<file path="src/rtl/ahfp_f2f_arbiter.sv">
// Round-robin arbiter feeding a shared fixed-to-float converter, with credit-based issue into a result FIFO.
// Optional macro AHFP_F2F_ZERO_FIX_EN forces results of zero input words to 32'h0.
module ahfp_f2f_arbiter #(
  parameter int NUM_REQ    = 4,
  parameter int ID_W       = 2,
  parameter int CONV_LAT   = 1,
  parameter int FIFO_DEPTH = 4
) (
  input  logic                  clk,
  input  logic                  rst_n,
  input  logic [NUM_REQ-1:0]    req_valid,
  input  logic [32*NUM_REQ-1:0] req_data,
  output logic [NUM_REQ-1:0]    req_ready,
  output logic [31:0]           conv_in,
  input  logic [31:0]           conv_out,
  output logic                  res_valid,
  input  logic                  res_ready,
  output logic [31:0]           res_data,
  output logic [ID_W-1:0]       res_id
);

  localparam int PTR_W = (FIFO_DEPTH > 1) ? $clog2(FIFO_DEPTH) : 1;
  localparam int CNT_W = $clog2(FIFO_DEPTH + 1);
  localparam int SUM_W = $clog2(FIFO_DEPTH + CONV_LAT + 1) + 1;
  localparam logic [ID_W-1:0]  LAST_RST = ID_W'(NUM_REQ - 1);
  localparam logic [PTR_W-1:0] PTR_LAST = PTR_W'(FIFO_DEPTH - 1);

  logic [31:0]          req_word [NUM_REQ];
  logic [ID_W-1:0]      last_ptr_reg, last_ptr_next;
  logic [ID_W-1:0]      grant_idx;
  logic [ID_W-1:0]      scan_cand;
  int                   scan_sum;
  logic                 grant_any;
  logic                 xfer;
  logic                 pop;
  logic                 issue_ok;
  logic [SUM_W-1:0]     inflight;
  logic [SUM_W-1:0]     credit_used;

  logic [CONV_LAT-1:0]  sh_valid_reg, sh_valid_next;
  logic [ID_W-1:0]      sh_id_reg  [CONV_LAT];
  logic [ID_W-1:0]      sh_id_next [CONV_LAT];
`ifdef AHFP_F2F_ZERO_FIX_EN
  logic [CONV_LAT-1:0]  sh_zero_reg, sh_zero_next;
`endif

  logic [31:0]          mem_data_reg [FIFO_DEPTH];
  logic [ID_W-1:0]      mem_id_reg   [FIFO_DEPTH];
  logic [PTR_W-1:0]     wr_ptr_reg, wr_ptr_next;
  logic [PTR_W-1:0]     rd_ptr_reg, rd_ptr_next;
  logic [CNT_W-1:0]     count_reg, count_next;
  logic                 fifo_wr;
  logic [31:0]          fifo_wr_data;

  genvar gi;
  generate
    for (gi = 0; gi < NUM_REQ; gi++) begin : g_unpack
      assign req_word[gi] = req_data[32*gi +: 32];
    end
  endgenerate

  // Credits: every FIFO slot is either occupied or reserved by an in-flight word.
  always_comb begin
    inflight = '0;
    for (int k = 0; k < CONV_LAT; k++) begin
      inflight = inflight + SUM_W'(sh_valid_reg[k]);
    end
  end

  assign res_valid   = (count_reg != '0);
  assign pop         = res_valid & res_ready;
  assign credit_used = SUM_W'(count_reg) + inflight - SUM_W'(pop);
  assign issue_ok    = (credit_used < SUM_W'(FIFO_DEPTH));

  // Rotating search starting just above the last granted requester.
  always_comb begin
    grant_any = 1'b0;
    grant_idx = '0;
    scan_sum  = 0;
    scan_cand = '0;
    for (int k = 1; k <= NUM_REQ; k++) begin
      scan_sum = int'(last_ptr_reg) + k;
      if (scan_sum >= NUM_REQ) begin
        scan_sum = scan_sum - NUM_REQ;
      end
      scan_cand = ID_W'(scan_sum);
      if (!grant_any && req_valid[scan_cand]) begin
        grant_any = 1'b1;
        grant_idx = scan_cand;
      end
    end
    if (!issue_ok || !rst_n) begin
      grant_any = 1'b0;
    end
  end

  always_comb begin
    req_ready = '0;
    conv_in   = 32'h0;
    if (grant_any) begin
      req_ready[grant_idx] = 1'b1;
      conv_in              = req_word[grant_idx];
    end
  end

  assign xfer = grant_any;

  always_comb begin
    last_ptr_next = last_ptr_reg;
    if (xfer) begin
      last_ptr_next = grant_idx;
    end
  end

  always_ff @(posedge clk) begin
    if (!rst_n) begin
      last_ptr_reg <= LAST_RST;
    end else begin
      last_ptr_reg <= last_ptr_next;
    end
  end

  // Shadow pipeline tracks which requester owns each word inside the converter.
  generate
    for (gi = 0; gi < CONV_LAT; gi++) begin : g_shadow
      if (gi == 0) begin : g_head
        assign sh_valid_next[gi] = xfer;
        assign sh_id_next[gi]    = grant_idx;
`ifdef AHFP_F2F_ZERO_FIX_EN
        assign sh_zero_next[gi]  = (conv_in == 32'h0);
`endif
      end else begin : g_tail
        assign sh_valid_next[gi] = sh_valid_reg[gi-1];
        assign sh_id_next[gi]    = sh_id_reg[gi-1];
`ifdef AHFP_F2F_ZERO_FIX_EN
        assign sh_zero_next[gi]  = sh_zero_reg[gi-1];
`endif
      end
    end
  endgenerate

  always_ff @(posedge clk) begin
    if (!rst_n) begin
      sh_valid_reg <= '0;
`ifdef AHFP_F2F_ZERO_FIX_EN
      sh_zero_reg  <= '0;
`endif
      for (int k = 0; k < CONV_LAT; k++) begin
        sh_id_reg[k] <= '0;
      end
    end else begin
      sh_valid_reg <= sh_valid_next;
`ifdef AHFP_F2F_ZERO_FIX_EN
      sh_zero_reg  <= sh_zero_next;
`endif
      for (int k = 0; k < CONV_LAT; k++) begin
        sh_id_reg[k] <= sh_id_next[k];
      end
    end
  end

  assign fifo_wr = sh_valid_reg[CONV_LAT-1];

`ifdef AHFP_F2F_ZERO_FIX_EN
  // The converter normalises zero to a non-zero encoding; restore a true zero.
  assign fifo_wr_data = sh_zero_reg[CONV_LAT-1] ? 32'h0 : conv_out;
`else
  assign fifo_wr_data = conv_out;
`endif

  always_comb begin
    wr_ptr_next = wr_ptr_reg;
    rd_ptr_next = rd_ptr_reg;
    count_next  = count_reg;
    if (fifo_wr) begin
      wr_ptr_next = (wr_ptr_reg == PTR_LAST) ? '0 : wr_ptr_reg + PTR_W'(1);
    end
    if (pop) begin
      rd_ptr_next = (rd_ptr_reg == PTR_LAST) ? '0 : rd_ptr_reg + PTR_W'(1);
    end
    if (fifo_wr && !pop) begin
      count_next = count_reg + CNT_W'(1);
    end else if (!fifo_wr && pop) begin
      count_next = count_reg - CNT_W'(1);
    end
  end

  always_ff @(posedge clk) begin
    if (!rst_n) begin
      wr_ptr_reg <= '0;
      rd_ptr_reg <= '0;
      count_reg  <= '0;
    end else begin
      wr_ptr_reg <= wr_ptr_next;
      rd_ptr_reg <= rd_ptr_next;
      count_reg  <= count_next;
    end
  end

  // Storage is cleared on reset so the head outputs read zero out of reset.
  always_ff @(posedge clk) begin
    if (!rst_n) begin
      for (int k = 0; k < FIFO_DEPTH; k++) begin
        mem_data_reg[k] <= 32'h0;
        mem_id_reg[k]   <= '0;
      end
    end else if (fifo_wr) begin
      mem_data_reg[wr_ptr_reg] <= fifo_wr_data;
      mem_id_reg[wr_ptr_reg]   <= sh_id_reg[CONV_LAT-1];
    end
  end

  assign res_data = mem_data_reg[rd_ptr_reg];
  assign res_id   = mem_id_reg[rd_ptr_reg];

endmodule

</file>
<file path="config.mk">
export PLATFORM = sky130hd
export DESIGN_NAME = ahfp_f2f_arbiter
export DESIGN_NICKNAME = d
export VERILOG_FILES = /design/src/rtl/ahfp_f2f_arbiter.sv
export SDC_FILE = /design/constraint.sdc
export NUM_CORES = 1
export LEC_CHECK = 0
export CORE_MARGIN = 3
export CORE_UTILIZATION = 43
export CTS_CLUSTER_DIAMETER = 200
export DETAILED_ROUTE_END_ITERATION = 12
export HOLD_SLACK_MARGIN = 0.15
export PLACE_DENSITY = 0.76
export SLEW_MARGIN = 0
export SYNTH_ARGS = -nofsm -noshare
export SYNTH_HDL_FRONTEND = slang
export SYNTH_SLANG_ARGS = --single-unit
</file>
<file path="constraint.sdc">
create_clock -name clk -period 3.7 [get_ports clk]
set_input_delay 0.925 -clock clk [delete_from_list [all_inputs] [get_ports clk]]
set_output_delay 0.925 -clock clk [all_outputs]
set_load 0.02 [all_outputs]
</file>
# Yosys cells after proc, flatten, opt, wreduce, memory -nomap -nowiden
# Memories as Yosys holds them, arrays and structs flattened. A register that Yosys moved wholly into a read port is not among the register bits.
# Index checks and enable logic that the tools add are counted.
dict set report totals {
  regBits 10
  mem_bits_rw 138
  output_inout_bits 71
  input_bits 167
  elab_cells 106
  mem_count 3
}
# memory words word_bits read_ports rd_ports_with_merged_regs write_ports line_no
set mem_list {}
lappend mem_list {mem_data_reg 4 32 1 1 4 47} ;# logic [31:0] mem_data_reg [FIFO_DEPTH];
lappend mem_list {mem_id_reg 4 2 1 1 4 48} ;# logic [ID_W-1:0] mem_id_reg [FIFO_DEPTH];
lappend mem_list {sh_id_reg 1 2 1 0 1 41} ;# logic [ID_W-1:0] sh_id_reg [CONV_LAT];
dict set report op_classes {
  n_eq_ne 2
  n_addsub 14
  muxes 49
  bitwise 2
  order_cmp 12
  n_reduce_logical 19
}
# cell n
set op_table {}
lappend op_table {{2-to-1 mux 32 bit} 4}
lappend op_table {{binary-select mux 32 bit (select 2 bit)} 1}
lappend op_table {{2-to-1 mux 2 bit} 18}
lappend op_table {{OR reduction 32 bit} 1}
lappend op_table {{2-to-1 mux 1 bit} 18}
lappend op_table {{less-than comparator 2 x 3 -> 1 bit (second input constant)} 5}
lappend op_table {{>= comparator 3 bit (second input constant)} 4}
lappend op_table {{binary-select mux 1 bit (select 2 bit)} 4}
lappend op_table {{subtractor 2 x 1 -> 2 bit (second input constant)} 4}
lappend op_table {{logical NOT 1 bit} 7}
lappend op_table {{adder 2 x 2 -> 3 bit (second input constant)} 2}
lappend op_table {{logical AND 1 bit} 6}
lappend op_table {{2-to-1 mux 3 bit} 2}
lappend op_table {{adder 2 x 1 -> 2 bit (second input constant)} 2}
lappend op_table {{adder 2 x 3 -> 4 bit (second input constant)} 1}
lappend op_table {{adder 3 x 1 -> 4 bit} 1}
lappend op_table {{equality test 2 bit (second input constant)} 2}
lappend op_table {{>= comparator 4 x 3 -> 1 bit (second input constant)} 1}
lappend op_table {{less-than comparator 4 x 3 -> 1 bit (second input constant)} 1}
lappend op_table {{2-to-1 mux 4 bit} 1}
lappend op_table {{OR reduction 2 bit} 2}
lappend op_table {{subtractor 4 x 1 -> 4 bit} 1}
lappend op_table {{adder 2 x 1 -> 3 bit (second input constant)} 1}
lappend op_table {{adder 3 x 1 -> 3 bit (second input constant)} 1}
lappend op_table {{other kinds (8)} 8}

# Longest topological paths before layout
# Gate-level depths: netlist of run 1.
dict set report logic_depth {
  word_depth 20
  mapped_depth 13
}

# Least setup slack after synthesis of run 1
# OpenSTA, ideal clock, no wires.
dict set report synth_path {
  kind {input port to output port}
  startpoint {input port res_ready}
  endpoint {output port req_ready[3]}
  stages 12
  t_arrival_ps 3095
  path_slack_ps -320
  required_ps 2775
  cell_sequence {nand2_1 inv_1 ha_1 inv_1 ha_1 and3b_1 or4_4 a21oi_4 nand2b_2 buf_6 buf_8 a21oi_1}
}
dict set report synth_via {
  elab_chain_len 7
}
# element line_no
set synth_lines {}
lappend synth_lines {{start, declared} 17} ;# input logic res_ready,
lappend synth_lines {{bitwise AND 1 bit} 71} ;# assign pop = res_valid & res_ready;
lappend synth_lines {{via pop} 35} ;# logic pop;
lappend synth_lines {{subtractor 4 x 1 -> 4 bit} 72} ;# assign credit_used = SUM_W'(count_reg) + inflight - SUM_W'(pop);
lappend synth_lines {{less-than comparator 4 x 3 -> 1 bit} 73} ;# assign issue_ok = (credit_used < SUM_W'(FIFO_DEPTH));
lappend synth_lines {{logical NOT 1 bit} 92} ;# if (!issue_ok || !rst_n) begin
lappend synth_lines {{logical OR 1 bit} 92}
lappend synth_lines {{2-to-1 mux 1 bit} 92}
lappend synth_lines {{2-to-1 mux 4 bit} 100} ;# if (grant_any) begin
lappend synth_lines {{end, declared} 13} ;# output logic [NUM_REQ-1:0] req_ready,
# The timed path passes the listed nets, and every way through them passes these cells.

# Worst setup path after layout of run 1
dict set report layout_path {
  startpoint {register count_reg[1]}
  endpoint {output port conv_in[9]}
}
dict set report layout_via {
  elab_chain_len 8
}
# element line_no
set layout_lines {}
lappend layout_lines {{start, declared} 51} ;# logic [CNT_W-1:0] count_reg, count_next;
lappend layout_lines {{start signal, assigned} 196} ;# count_reg <= count_next;
lappend layout_lines {{nonzero test 3 bit} 70} ;# assign res_valid = (count_reg != '0);
lappend layout_lines {{bitwise AND 1 bit} 71}
lappend layout_lines {{via pop} 35}
lappend layout_lines {{subtractor 4 x 1 -> 4 bit} 72}
lappend layout_lines {{less-than comparator 4 x 3 -> 1 bit} 73}
lappend layout_lines {{logical NOT 1 bit} 92}
lappend layout_lines {{logical OR 1 bit} 92}
lappend layout_lines {{2-to-1 mux 1 bit} 92}
lappend layout_lines {{2-to-1 mux 32 bit} 100}
lappend layout_lines {{end, declared} 14} ;# output logic [31:0] conv_in,
# The timed path passes the listed nets, and every way through them passes these cells.

==> results.md, run 1 <==
* Status: finished with violations
* Failing checks: setup timing
* CP max stage delay at 0.49 ns
* Post-Place Setup Slack at -1.35 ns
* RSZ-0062 raised after global routing: true
* Cell area after synthesis at ~7700 µm²
* Slowest-stage cell, CP: or4_4
* DR vias/cell at 5.29
* First-pass GRT wire length at 35100 µm
* Area delta synth->final at 56.4%
* Vias in the first global route at roughly 6300
* Clk root buf: clkbuf_16
* Leakage power at 4.73 nW
* Antenna Cells at 0
* Post-synth EDFFs at 136
* Routed length per instance at 21.5 µm
* Setup Total Neg Slack at -14.32 ns
* Via Count at 5661
* Combinational power share at 50.4%
* Startpoint Class: flop
* Hold_ws at 0.506 ns
* Critical path startpoint: count_reg[1]
* I/O Buffers at 237
* CTS tree: yes
* Seq pwr share at between 20% and 30%
* Cells after DPL at 1032
* H-Tree Level Count at 4
* Worst-path maximum fanout at 5
* Post-DP HPWL at approximately 17000 µm
* Critical-path cell list: or3_4 -> nand2_8 -> inv_4 -> ha_4 -> inv_4 -> ha_4 -> and3b_1 -> or4_4 -> a21oi_4 -> buf_6 -> nand2_8 -> buf_16 -> o22ai_4 -> buf_6
* Total Routing Usage GR at 23.3%
* Ports at between 200 and 250
* GPL Wtd Cong at 0.877
* Hold Path Stages at 2
* Worst hold start: rd_ptr_reg[1]
* Final WS setup at -0.428 ns
* Register area share after synthesis at between 50 and 60%
* # nets final at ~1000
* Clock Skews at between 0.005 and 0.006 ns
* R2R Path End: last_ptr_reg[1]
* Initial Util at 44.3%
* Largest net degree at the start of global routing at 41
* Latest clock arrival within the worst-skew pair at 0.40 ns
* Final slew viol count at 0
* Fin crit period at 4.13 ns
* First drt pass iteration count at 4
* Initial detailed-routing violation count at 320
* Synth unique cells at 41
* Layout cells sized above 1 at 28.6%
* Core footprint at 17400 µm²
* Worst-case clock buffer depth at 2
* Register clock-pin slew on the reported worst setup and hold paths at approximately 0.060 ns
* Most common cell after layout, fill and taps aside: clkdlybuf4s50_1
* FILL cells at about 1200
* Most frequent cells in the layout: clkdlybuf4s50_1, edfxtp_1, and2_1, mux2i_1, buf_4
* R2R cell count at 13
* Slew margin rel. at 65.0%
* CTS Buf Count at 17
* Rows at 48
* Total grt overflow at 0
* Fin. Hold Viols at 0
* Final period util at 112%
* ANT nets after route at 0
* FMAX at 242 MHz
* Pwr dens at approximately 650 nW/µm²
* Largest register FFs at roughly 130
* CP arrival at roughly 3.2 ns
* Worst Setup End Kind: primary output
* WL final at about 23000 µm
* Setup violations, final at 36
* IR drop worst, VDD at between 300 and 400 µV
* Worst slew pin tran at 0.525 ns
* Int Pwr at between 5 and 6 mW
* Initial antenna violation count at 0
* Worst Hold Class: flop to flop
* CTS Hold Bufs at 0
* Switching part of the total at between 30% and 40%
* Synth Register Bits at 150
* Die Y at approximately 140 µm
* Avg Inst Size Synth at 14.5 µm²
* FF-to-FF Start: count_reg[1]
* WS Path Type: flop to primary output
* Ys flop type: edfxtp_1
* Max_cap viols at 0
* Worst path bufs/invs at 5
* Remaining design rule violation count at 0
* Setup slack, reg-to-reg at 0.99 ns
* Async SR Flop Fraction at 0%
* Die width at 140 µm
* Syn nets at around 700
* Die area at 19600 µm²
* CP delay by family, top: simple AND/OR/NAND/NOR gates
* Utilization after layout at between 60% and 70%
* Switch Pwr at 2.65 mW
* Clk pwr share at between 20 and 25%
* CP Data Required Time at 2.77 ns
* Synthesis Warnings at 0
* TritonCTS Sinks at 150
* Non-Filler Instances at approximately 1100
* Post-Syn Instances at 531
==> power groups by stage <==
| stage | Clock [mW] | Combinational (mW) | Sequential [mW] |
|---|---|---|---|
| after floorplan | 0 | 2.20 | 2.17 |
| after global placement | 0 | 3.59 | 2.21 |
| after detailed placement | 0 | 3.63 | 2.23 |
| after CTS | 1.72 | 3.87 | 2.20 |
| after global routing | 1.80 | 4.19 | 2.21 |
| final | 1.71 | 3.96 | 2.19 |
==> kinds of logic after synthesis <==
kind of cell	synth area share, %
AO/OA/AOI/OAI	6.42
XOR/XNOR	0.341
adder cells (fa/ha/maj)	1.23
buffers and inverters	3.34
flip-flops	56.6
multiplexers	18.5
AND/OR/NAND/NOR	13.6
==> worst register-to-register path, cell delays in order (launching register included) <==
cell and delay, ns:
dfxtp_2 0.32, or3_4 0.42, nand2_8 0.09, inv_4 0.04, ha_4 0.15, inv_4 0.05, ha_4 0.18, and3b_1 0.18
or4_4 0.49, a21oi_4 0.20, buf_6 0.17, nand2_8 0.09, buf_6 0.14, o31a_1 0.10
==> cell usage after synthesis, types with 2 or more instances <==
| cell type | count | share of area (%) |
|---|---|---|
| buf_6 | 2 | 0.29 |
| edfxtp_1 | 136 | 53 |
| o211ai_1 | 2 | 0.19 |
| buf_2 | 9 | 0.58 |
| a21oi_1 | 9 | 0.58 |
| buf_12 | 2 | 0.52 |
| buf_4 | 3 | 0.29 |
| mux2i_1 | 66 | 8.6 |
| nor2_1 | 10 | 0.49 |
| and2_1 | 102 | 8.3 |
| and3_1 | 34 | 2.8 |
| mux4_2 | 34 | 9.9 |
| o22ai_2 | 28 | 4.5 |
| or3_1 | 2 | 0.16 |
| nand2b_1 | 6 | 0.49 |
| clkbuf_1 | 22 | 1.1 |
| ha_1 | 6 | 0.97 |
| nand2_1 | 8 | 0.39 |
| xor2_1 | 2 | 0.23 |
| nor3_1 | 4 | 0.26 |
| inv_1 | 7 | 0.34 |
| dfxtp_1 | 14 | 3.6 |
| nor3b_1 | 2 | 0.19 |
| o22ai_1 | 4 | 0.32 |
==> area by class of cell <==
class                   count  area (µm²)  area share (%)
clock buffers              18         429            3.56
clock inverters            13         156            1.30
inverters                   8        35.0           0.290
multi-input cells         335        3520            29.1
flip-flops and latches    150        4370            36.2
well taps                 225         282            2.33
repair buffers            322        3280            27.2
==> through the flow <==
stage | total power, mW | cell area [µm²]
after floorplan | 4.37 | 8050
after global placement | 5.80 | 11200
after detailed placement | 5.86 | 11200
after CTS | 7.79 | 12000
after global routing | 8.20 | 12100
final | 7.85 | 12100
==> what timing repair did <==
action | CTS | global route
cloned | 2 | 3
setup buffers | 2 | 1
gates resized for setup | 219 | 9
pin swaps | 4 | 1
endpoints found under the setup margin | 36 | 36
==> per-layer routing <==
| metal | track usage, % | vias to the layer above | wire [µm] |
|---|---|---|---|
| met1 | 26.8 | 2760 | 8320 |
| met3 | 7.31 | 24 | 1980 |
| met5 | 0 | - | 0 |
| met2 | 42.3 | 248 | 12500 |
| li1 | - | 2629 | - |
| met4 | 5.86 | 0 | 308 |
==> how the worst max path moves through the flow <==
stage          cells after the start          end  slack (ns)
2_1_floorplan                     12  conv_in[11]       -0.16
4_1_cts                           14  conv_in[22]       -0.45
3_5_place_dp                      13  conv_in[14]       -1.35
5_1_grt                           13   conv_in[3]       -0.53
3_3_place_gp                      13  conv_in[14]       -1.34
6_report                          14   conv_in[9]       -0.43
No activity file was read; power rests on OpenSTA's default activity.
==> run 2: changes to the inputs <==
- CAP_MARGIN: unset -> 10
- CELL_PAD_IN_SITES_DETAIL_PLACEMENT: unset -> 1
- CELL_PAD_IN_SITES_GLOBAL_PLACEMENT: unset -> 1
- CORE_UTILIZATION: 43 -> 34
==> run 2 against run 1 <==
The flow still finishes with violations (setup timing); routed wire length grew 9.5%; global-route usage down 2.4 points; hold slack lost 0.022 ns; non-clock buffer count is 9 lower; largest cell class unchanged; largest power group unchanged; highest routed layer unchanged.
==> results.md, run 2 (synthesis gave the netlist of run 1 again) <==
* Status: finished with violations
* Failing checks: setup timing
* Final WS setup at -0.559 ns (-0.131 ns)
* GPL Wtd Cong at 0.872 (-0.47%)
* Die Y at 157 µm (+12%)
* RSZ-0062 raised after global routing: true
* Initial antenna violation count at 5 (+5)
* H-Tree Level Count at 4 (unchanged)
* Worst-path maximum fanout at 14 (+9)
* R2R cell count at 15 (+2)
* FMAX at 235 MHz (-3.1%)
* WS Path Type: flop to primary output
* Hold Path Stages at 2 (unchanged)
* Post-Place Setup Slack at -1.34 ns (+0.00459 ns)
* CP Data Required Time at 2.77 ns (about the same)
* Initial Util at 35.0% (-9.3 points)
* Worst-case clock buffer depth at 2 (unchanged)
* CP max stage delay at 0.49 ns (about the same)
* CTS tree: yes
* TritonCTS Sinks at 150 (unchanged)
* Pwr dens at 647 nW/µm² (-0.58%)
* Most common cell after layout, fill and taps aside: clkdlybuf4s50_1
* Worst Setup End Kind: primary output
* Layout cells sized above 1 at 27.6% (-1.0 points)
* Slowest-stage cell, CP: or4_4
* Routed length per instance at 22.6 µm (+4.8%)
* FILL cells at 2124 (+79%)
* Most frequent cells in the layout: clkdlybuf4s50_1, edfxtp_1, and2_1, mux2i_1, buf_4
* Initial detailed-routing violation count at 229 (-28%)
* I/O Buffers at 237 (unchanged)
* Reg area at 4370 µm² (unchanged)
* Worst hold start: rd_ptr_reg[1]
* IR drop worst, VDD at 467 µV (+25%)
* Area delta synth->final at 55.8%
* # nets final at 998 (-0.99%)
* Final slew viol count at 0 (unchanged)
* Setup slack, reg-to-reg at 1.03 ns (+0.04 ns)
* Leakage power at 4.68 nW (-1.1%)
* Largest net degree at the start of global routing at 41 (unchanged)
* Slew margin rel. at 58.9% (-6.1 points)
* Latest clock arrival within the worst-skew pair at 0.43 ns (+0.03 ns)
* Total grt overflow at 0 (unchanged)
* Clock Skews at 0.0108 ns (+0.00492 ns)
* CP arrival at 3.33 ns (+0.13 ns)
* Fin crit period at 4.26 ns (+0.131 ns)
* Register clock-pin slew on the reported worst setup and hold paths at 0.06 ns (about the same)
* Post-DP HPWL at 18000 µm (+9.0%)
* Max_cap viols at 0 (unchanged)
* R2R Path End: last_ptr_reg[0]
* Total Routing Usage GR at 20.9% (-2.4 points)
* First-pass GRT wire length at 38500 µm (+9.7%)
* Critical-path cell list: or3_4 -> nand2_8 -> inv_6 -> ha_4 -> inv_2 -> ha_4 -> and3b_1 -> or4_4 -> a21oi_4 -> buf_6 -> nand2b_4 -> buf_12 -> o22ai_4 -> buf_6
* Rows at 54 (+13%)
* Fin area at 12000 µm² (-0.37%)
* Largest register FFs at 128 (unchanged)
* Hold_ws at 0.484 ns (-0.0224 ns)
* Remaining design rule violation count at 0 (unchanged)
* Setup violations, final at 36 (unchanged)
* CTS Hold Bufs at 0 (unchanged)
* Cells after DPL at 1074 (+4.1%)
* Final period util at 115% (+3.6 points)
* Overall power at 7.78 mW (-0.95%)
* Non-Filler Instances at 1119 (+4.5%)
* Die area at 24500 µm² (+25%)
* Vias in the first global route at 6584 (+3.7%)
* Startpoint Class: flop
* Via Count at 5763 (+1.8%)
* Area of the multi-input gates at 3490 µm² (-0.75%)
* Fin. Hold Viols at 0 (unchanged)
* First drt pass iteration count at 4 (unchanged)
* ANT nets after route at 0 (unchanged)
* Core footprint at 22000 µm² (+26%)
* Die width at 157 µm (+12%)
* CTS Buf Count at 17 (unchanged)
* Worst slew pin tran at 0.616 ns (+0.0909 ns)
* Utilization after layout at 54.6% (-15 points)
* FF-to-FF Start: count_reg[0]
* Worst Hold Class: flop to flop
* Ports at 238 (unchanged)
* Post-placement cell area at 11200 µm² (-0.21%)
* Setup Total Neg Slack at -18.53 ns (-4.21 ns)
* DR vias/cell at 5.15 (-2.6%)
* WL final at 25300 µm (+9.5%)
* Clk root buf: clkbuf_16
run 2: cell count changes in the layout (fill, tap and decap cells not counted), moves of 2 or more:
| cell | before | now |
|---|---|---|
| buf_4 | 64 | 58 |
| diode_2 | 0 | 5 |
| buf_6 | 42 | 38 |
| buf_12 | 10 | 12 |
| inv_4 | 2 | 0 |
| nand2_8 | 3 | 1 |
run 2: worst max-delay path by stage:
stage	to	slack [ns]	from
CTS	conv_in[12]	-0.58	count_reg[0]
global route	conv_in[30]	-0.65	count_reg[0]
detailed placement	conv_in[31]	-1.34	res_ready
finish	conv_in[3]	-0.56	count_reg[0]
floorplan	conv_in[11]	-0.16	res_ready
global placement	conv_in[14]	-1.33	res_ready
run 2: report_power, final:
part | switching (mW) | leakage [nW] | internal [mW] | total (mW)
registers | 0.119 | 1.52 | 2.08 | 2.19
logic | 1.90 | 2.90 | 2.07 | 3.97
clock network | 0.646 | 0.256 | 0.969 | 1.62
total | 2.67 | 4.68 | 5.11 | 7.78
run 2: timing repair:
| item | CTS | global route |
|---|---|---|
| endpoints found under the setup margin | 36 | 36 |
| setup buffers | 4 | 3 |
| pin swaps | 6 | 3 |
| gates cloned | 3 | 1 |
| resized for setup | 209 | 4 |
run 2: area by class of cell:
cell class,count,area share [%]
inverter,8,0.291
antenna,5,0.104
sequential,150,36.3
multi-input combinational,334,29.0
timing repair buffer,313,26.8
clock buffer,18,3.57
clock inverter,11,0.937
tap,280,2.91
run 2: worst max-delay path, delay by kind of cell, from the launching register on:
family          cells  cell delay, ns
buf+inv             5            0.56
compound gates      2            0.36
flops               1            0.32
fa+ha+maj           2            0.33
simple gates        5            1.31
run 2: metal layers:
| metal | part of all wire (%) | up-vias | track usage, % |
|---|---|---|---|
| met1 | 36 | 2889 | 23.6 |
| met2 | 55 | 240 | 37.9 |
| met3 | 7.5 | 27 | 6.06 |
| met4 | 1.7 | 0 | 7.09 |
| met5 | 0 | - | 0 |
| li1 | - | 2607 | - |
==> run 3: changes to the inputs <==
- CORE_MARGIN: 3 -> 2
- CTS_CLUSTER_SIZE: unset -> 10
==> run 3 against run 2 <==
The run still ends with setup timing left; critical path type unchanged; flip-flop and latch count did not move; count of clock-buffer cells in the layout rose by 3; die area fell by 2.5%; hold slack improved by 0.045 ns; core utilization fell by 0.46 points; clock power rose by 12%; final cell count rose by 1.5%; largest cell class unchanged; power rose by 2.8%; register-to-register slack got worse by 0.27 ns; highest routed layer is now met5; routed wire length rose by 0.60%; first-iteration DRC count fell by 2.2%.
==> results.md, run 3 (synthesis gave the netlist of run 1 again) <==
* Most common cell after layout, fill and taps aside: clkdlybuf4s50_1
* Fin. Hold Viols at 0 (unchanged)
* First drt pass iteration count at 4 (unchanged)
* Die width at 155 µm (-1.3%)
* FMAX at 237 MHz (+0.84%)
* # nets final at 1008 (+1.0%)
* Vias in the first global route at 6712 (+1.9%)
* Largest net degree at the start of global routing at 41 (unchanged)
* Met2 wire len at 13800 µm (+0.29%)
* Via Count at 5793 (+0.52%)
* Routed length per instance at 22.4 µm (-0.90%)
* DR vias/cell at 5.10 (-0.98%)
* Status: finished with violations
* Register clock-pin slew on the reported worst setup and hold paths at 0.06 ns (about the same)
* Core footprint at 22400 µm² (+1.9%)
* Die area at 23900 µm² (-2.5%)
* Worst Hold Class: flop to flop
* Failing checks: setup timing
* Routed wl met3 at 1740 µm (-8.4%)
* Worst Setup End Kind: primary output
* Latest clock arrival within the worst-skew pair at 0.42 ns (about the same)
* Worst-path maximum fanout at 5 (-9)
* Remaining design rule violation count at 0 (unchanged)
* CTS Buf Count at 17 (unchanged)
* TritonCTS Sinks at 150 (unchanged)
* ANT nets after route at 0 (unchanged)
* Clk root buf: clkbuf_16
* Worst-case clock buffer depth at 2 (unchanged)
* RSZ-0062 raised after global routing: true
* IR drop worst, VDD at 392 µV (-16%)
* H-Tree Level Count at 4 (unchanged)
* CTS tree: yes
* Total Routing Usage GR at 20.9% (-0.035 points)
* WS Path Type: flop to primary output
* Final slew viol count at 0 (unchanged)
* Final WS setup at -0.524 ns (+0.0355 ns)
* Cells after DPL at 1085 (+1.0%)
* CTS Hold Bufs at 0 (unchanged)
* Startpoint Class: flop
* Die Y at 155 µm (-1.3%)
* I/O Buffers at 237 (unchanged)
* Setup violations, final at 36 (unchanged)
* WL final at 25400 µm (+0.60%)
* Post-Place Setup Slack at -1.41 ns (-0.0656 ns)
* Ports at 238 (unchanged)
* Layout cells sized above 1 at 28.8% (+1.2 points)
* First-pass GRT wire length at 37800 µm (-2.0%)
* Leakage power at 4.74 nW (+1.3%)
* Utilization after layout at 54.1% (-0.46 points)
* Metal-1 WL at 9200 µm (+0.58%)
* Fin crit period at 4.22 ns (-0.0355 ns)
* Rows at 55 (+1.9%)
* CP Data Required Time at 2.77 ns (about the same)
* Final period util at 114% (-0.96 points)
* Worst slew pin tran at 0.548 ns (-0.0677 ns)
* Initial antenna violation count at 5 (unchanged)
* Slew margin rel. at 63.4% (+4.5 points)
* Total grt overflow at 0 (unchanged)
* Clock Skews at 0.00881 ns (-0.00195 ns)
* Post-DP HPWL at 17100 µm (-5.0%)
* GPL Wtd Cong at 0.911 (+4.4%)
* Max_cap viols at 0 (unchanged)
* Most frequent cells in the layout: clkdlybuf4s50_1, edfxtp_1, and2_1, buf_4, mux2i_1
* Initial detailed-routing violation count at 224 (-2.2%)
* Pwr dens at 659 nW/µm² (+1.8%)
* Hold_ws at 0.529 ns (+0.0449 ns)
* Area delta synth->final at 57.4%
* Initial Util at 34.4% (-0.64 points)
* CP arrival at 3.30 ns (-0.03 ns)
* Non-Filler Instances at 1136 (+1.5%)
* Largest register FFs at 128 (unchanged)
* Max layer used: met5
## run 3: final timing paths
kind	start	to	slack [ns]	cells past startpoint
worst max-delay path	count_reg[2]	conv_in[0]	-0.52	15
worst min-delay path	rd_ptr_reg[1]	rd_ptr_reg[1]	0.53	2
worst max register to register	count_reg[2]	last_ptr_reg[1]	0.76	15
worst min register to register	rd_ptr_reg[1]	rd_ptr_reg[1]	0.53	2
## run 3: area by class of cell
type	instances	area, µm²
antenna	4	10.0
sequential	150	4370
clock inverter	11	174
timing repair buffer	323	3260
inverter	8	35.0
fill	2173	10300
clock buffer	21	440
tap	285	357
multi-input combinational	334	3500
## run 3: power breakdown
| group | total (mW) | switching, mW | internal, mW |
|---|---|---|---|
| logic | 4.02 | 1.96 | 2.06 |
| clock network | 1.81 | 0.681 | 1.13 |
| registers | 2.17 | 0.0928 | 2.08 |
## run 3: metal layers
| layer | track usage (%) | up-vias |
|---|---|---|
| met1 | 22.4 | 2889 |
| met2 | 39.2 | 230 |
| met5 | 0 | - |
| li1 | - | 2632 |
| met4 | 7.05 | 2 |
| met3 | 6.25 | 40 |
## run 3: critical path: stages (launching register included)
cell     delay [ns]
dfxtp_2        0.31
or3_4          0.42
nand2_8        0.08
inv_4          0.04
ha_4           0.15
inv_4          0.05
ha_4           0.18
and3b_1        0.18
or4_4          0.49
a21oi_4        0.19
buf_4          0.17
nand2_8        0.08
buf_4          0.15
buf_6          0.11
o22ai_4        0.13
buf_6          0.14
## run 3: repair_timing
| item | CTS | global route |
|---|---|---|
| endpoints found under the hold margin | 0 | 0 |
| gates cloned | 2 | 3 |
| pin swaps | 6 | 1 |
| setup endpoints to repair | 36 | 36 |
| setup buffers | 7 | 4 |
| resized for setup | 228 | 9 |
## run 3: per-stage QoR
| step | cell area, µm² | TNS (ns) | total power [mW] |
|---|---|---|---|
| floorplan | 8050 | -5.07 | 4.37 |
| global placement | 11200 | -48.48 | 5.73 |
| detailed placement | 11200 | -49.25 | 5.85 |
| CTS | 12000 | -17.26 | 7.91 |
| global route | 12100 | -19.47 | 8.33 |
| finish | 12100 | -16.47 | 8.00 |
==> patch (flow settings as in run 3) <==
Change the parameter `NUM_REQ` from 4 to 8.
--- a/src/rtl/ahfp_f2f_arbiter.sv
+++ b/src/rtl/ahfp_f2f_arbiter.sv
@@ -1,7 +1,7 @@
 // Round-robin arbiter feeding a shared fixed-to-float converter, with credit-based issue into a result FIFO.
 // Optional macro AHFP_F2F_ZERO_FIX_EN forces results of zero input words to 32'h0.
 module ahfp_f2f_arbiter #(
-  parameter int NUM_REQ    = 4,
+  parameter int NUM_REQ    = 8,
   parameter int ID_W       = 2,
   parameter int CONV_LAT   = 1,
   parameter int FIFO_DEPTH = 4
Ports: changed (resized req_data, req_ready and req_valid); port bits go from 238 to 374. No check against the original RTL was run, so the function may have changed too.
==> patch against run 3 <==
  * The flow still finishes with violations (setup timing)
  * Routed wire length increased by 3.5%
  * Setup slack got worse by 67 ps
  * First-iteration DRC count increased by 29%
  * Synthesized area decreased by 2.2%
  * Sequential cell count unchanged
  * Total power decreased by 4.1%
  * Count of clock-buffer cells in the layout decreased by 3
  * Die area decreased by 2.1%
  * Non-clock buffer count decreased by 5
  * Design area decreased by 1.3%
==> patch: results (changes against run 3) <==
pre-CTS setup slack -> -1360 ps (was -1410 ps)
I/O Buffers -> 237 (unchanged)
Worst Hold Class -> reg -> reg (unchanged)
Peak VDD IR -> 448 uV (was 392 uV)
largest net degree at the start of global routing -> 41 (unchanged)
via count -> 5820 (was 5793)
run status -> finished with violations (unchanged)
Post-synth EDFFs -> 136 (unchanged)
instance count of the mapped netlist -> 535 (was 531)
CTS H-tree depth -> 4 (unchanged)
setup TNS -> -18460 ps (was -16470 ps)
top cells by area, synth -> edfxtp_1, mux4_2, mux2i_1 (unchanged)
most common flop cell mapped by yosys -> edfxtp_1 (unchanged)
DP Area -> 11100 um2 (was 11200 um2)
multi-input combinational cell area -> 3480 um2 (was 3500 um2)
number of global-route vias before repair -> 6540 (was 6712)
Slew headroom -> 0.586 (was 0.634)
Worst Path Arrival -> 3370 ps (was 3300 ps)
gpl congestion -> 0.949 (was 0.911)
TritonRoute pass-1 iters -> 4 (unchanged)
vias per inst -> 5.15 (was 5.10)
Fill cells -> 2100 (was 2173)
Setup Skew -> 8.34 ps (was 8.81 ps)
final setup margin -> -591 ps (was -524 ps)
clk slew on worst S/H paths -> 60 ps (about the same)
post-DP HPWL -> 18600 um (was 17100 um)
async set-or-reset flop fraction in the synthesized netlist -> 0 (unchanged)
layout cells sized above 1 -> 0.283 (was 0.288)
Netlist cell types -> 40 (was 41)
Pleak -> 4.69 nW (was 4.74 nW)
initial antenna violation count -> 7 (was 5)
Longest Clk Path Bufs -> 2 (unchanged)
Setup-failing EPs final -> 36 (unchanged)
Tot GR Track Use -> 0.228 (was 0.209)
sequential fraction of the synthesis area -> 0.578 (was 0.566)
first-pass GRT wire length -> 39700 um (was 37800 um)
Root Buffer -> clkbuf_16 (unchanged)
max reg flops -> 128 (unchanged)
commonest cells in the netlist -> edfxtp_1, and2_1, mux2i_1, and3_1, mux4_2 (unchanged)
failing checks -> setup timing (unchanged)
placed cells -> 1074 (was 1085)
final hold vios -> 0 (unchanged)
CTS Buf Count -> 17 (unchanged)
wire per inst -> 23.2 um (was 22.4 um)
DRT iter0 DRCs -> 289 (was 224)
## patch: cell types whose count changed in the layout (fill, tap and decap cells not counted), moves of 2 or more
| cell | run 3 | this run |
|---|---|---|
| bufinv_16 | 4 | 0 |
| clkinv_4 | 3 | 1 |
| clkinvlp_4 | 2 | 5 |
| clkbuf_16 | 20 | 17 |
| clkbuf_1 | 4 | 1 |
| buf_12 | 8 | 10 |
| conb_1 | 0 | 4 |
| diode_2 | 4 | 6 |
| clkinv_2 | 0 | 5 |
| buf_6 | 34 | 26 |
## patch: path summary, 6_finish.rpt
check | start | end | slack [ps] | depth (start not counted)
max reg2reg | count_reg[2] | last_ptr_reg[1] | 910 | 13
max | count_reg[2] | conv_in[5] | -590 | 15
min reg2reg | rd_ptr_reg[1] | register | 490 | 2
min | rd_ptr_reg[1] | register | 490 | 2
## patch: worst max-delay path, cell delays in order (launching register included)
cell     delay [ps]
dfxtp_2         320
or3_4           430
nand2_8         100
inv_6            30
ha_4            150
inv_4            50
ha_4            180
and3b_1         170
or4_4           490
a21oi_4         220
buf_6           150
nand2_8          90
buf_16          160
buf_8           120
o22ai_4         130
buf_6           150
## patch: kinds of logic (layout without fill, tap and decap cells)
logic type      Yosys count  after routing  synth area share
other cells               1             10          0.000497
fa+ha+maj                 7              7            0.0126
simple gates            174            174             0.139
buf+inv                  51            358            0.0337
mux                     100            100             0.189
flops                   150            150             0.578
xor+xnor                  3              3           0.00348
compound gates           49             49            0.0434
## patch: per-layer routing
layer | wire length [um] | share of wire | track usage | up-vias
li1 | - | - | - | 2621
met1 | 9980 | 0.38 | 0.273 | 2898
met2 | 12900 | 0.49 | 0.385 | 263
met3 | 3010 | 0.11 | 0.0944 | 32
met4 | 319 | 0.012 | 0.0511 | 6
met5 | 37 | 0.0014 | 0 | -
## patch: timing repair
action / CTS / global route
endpoints found under the setup margin: 36 / 36
pin swaps: 8 / 6
buffers inserted: 13 / 3
endpoints found under the hold margin: 0 / 0
cloned: 3 / 0
resized for setup: 207 / 7
## patch: area by class of cell
| class | instances | area share |
|---|---|---|
| sequential | 150 | 0.365 |
| inverter | 8 | 0.00313 |
| clock inverter | 14 | 0.00731 |
| antenna | 6 | 0.00125 |
| clock buffer | 18 | 0.0358 |
| tap | 280 | 0.0292 |
| timing repair buffer | 318 | 0.269 |
| multi-input combinational | 337 | 0.290 |
## patch: where the power goes
group	total, W	switching (W)	internal (W)	leakage (nW)
logic	0.00397	0.00193	0.00205	2.92
clock network	0.00152	0.000671	0.000845	0.243
registers	0.00218	0.0000980	0.00208	1.52
total	0.00767	0.00270	0.00497	4.69
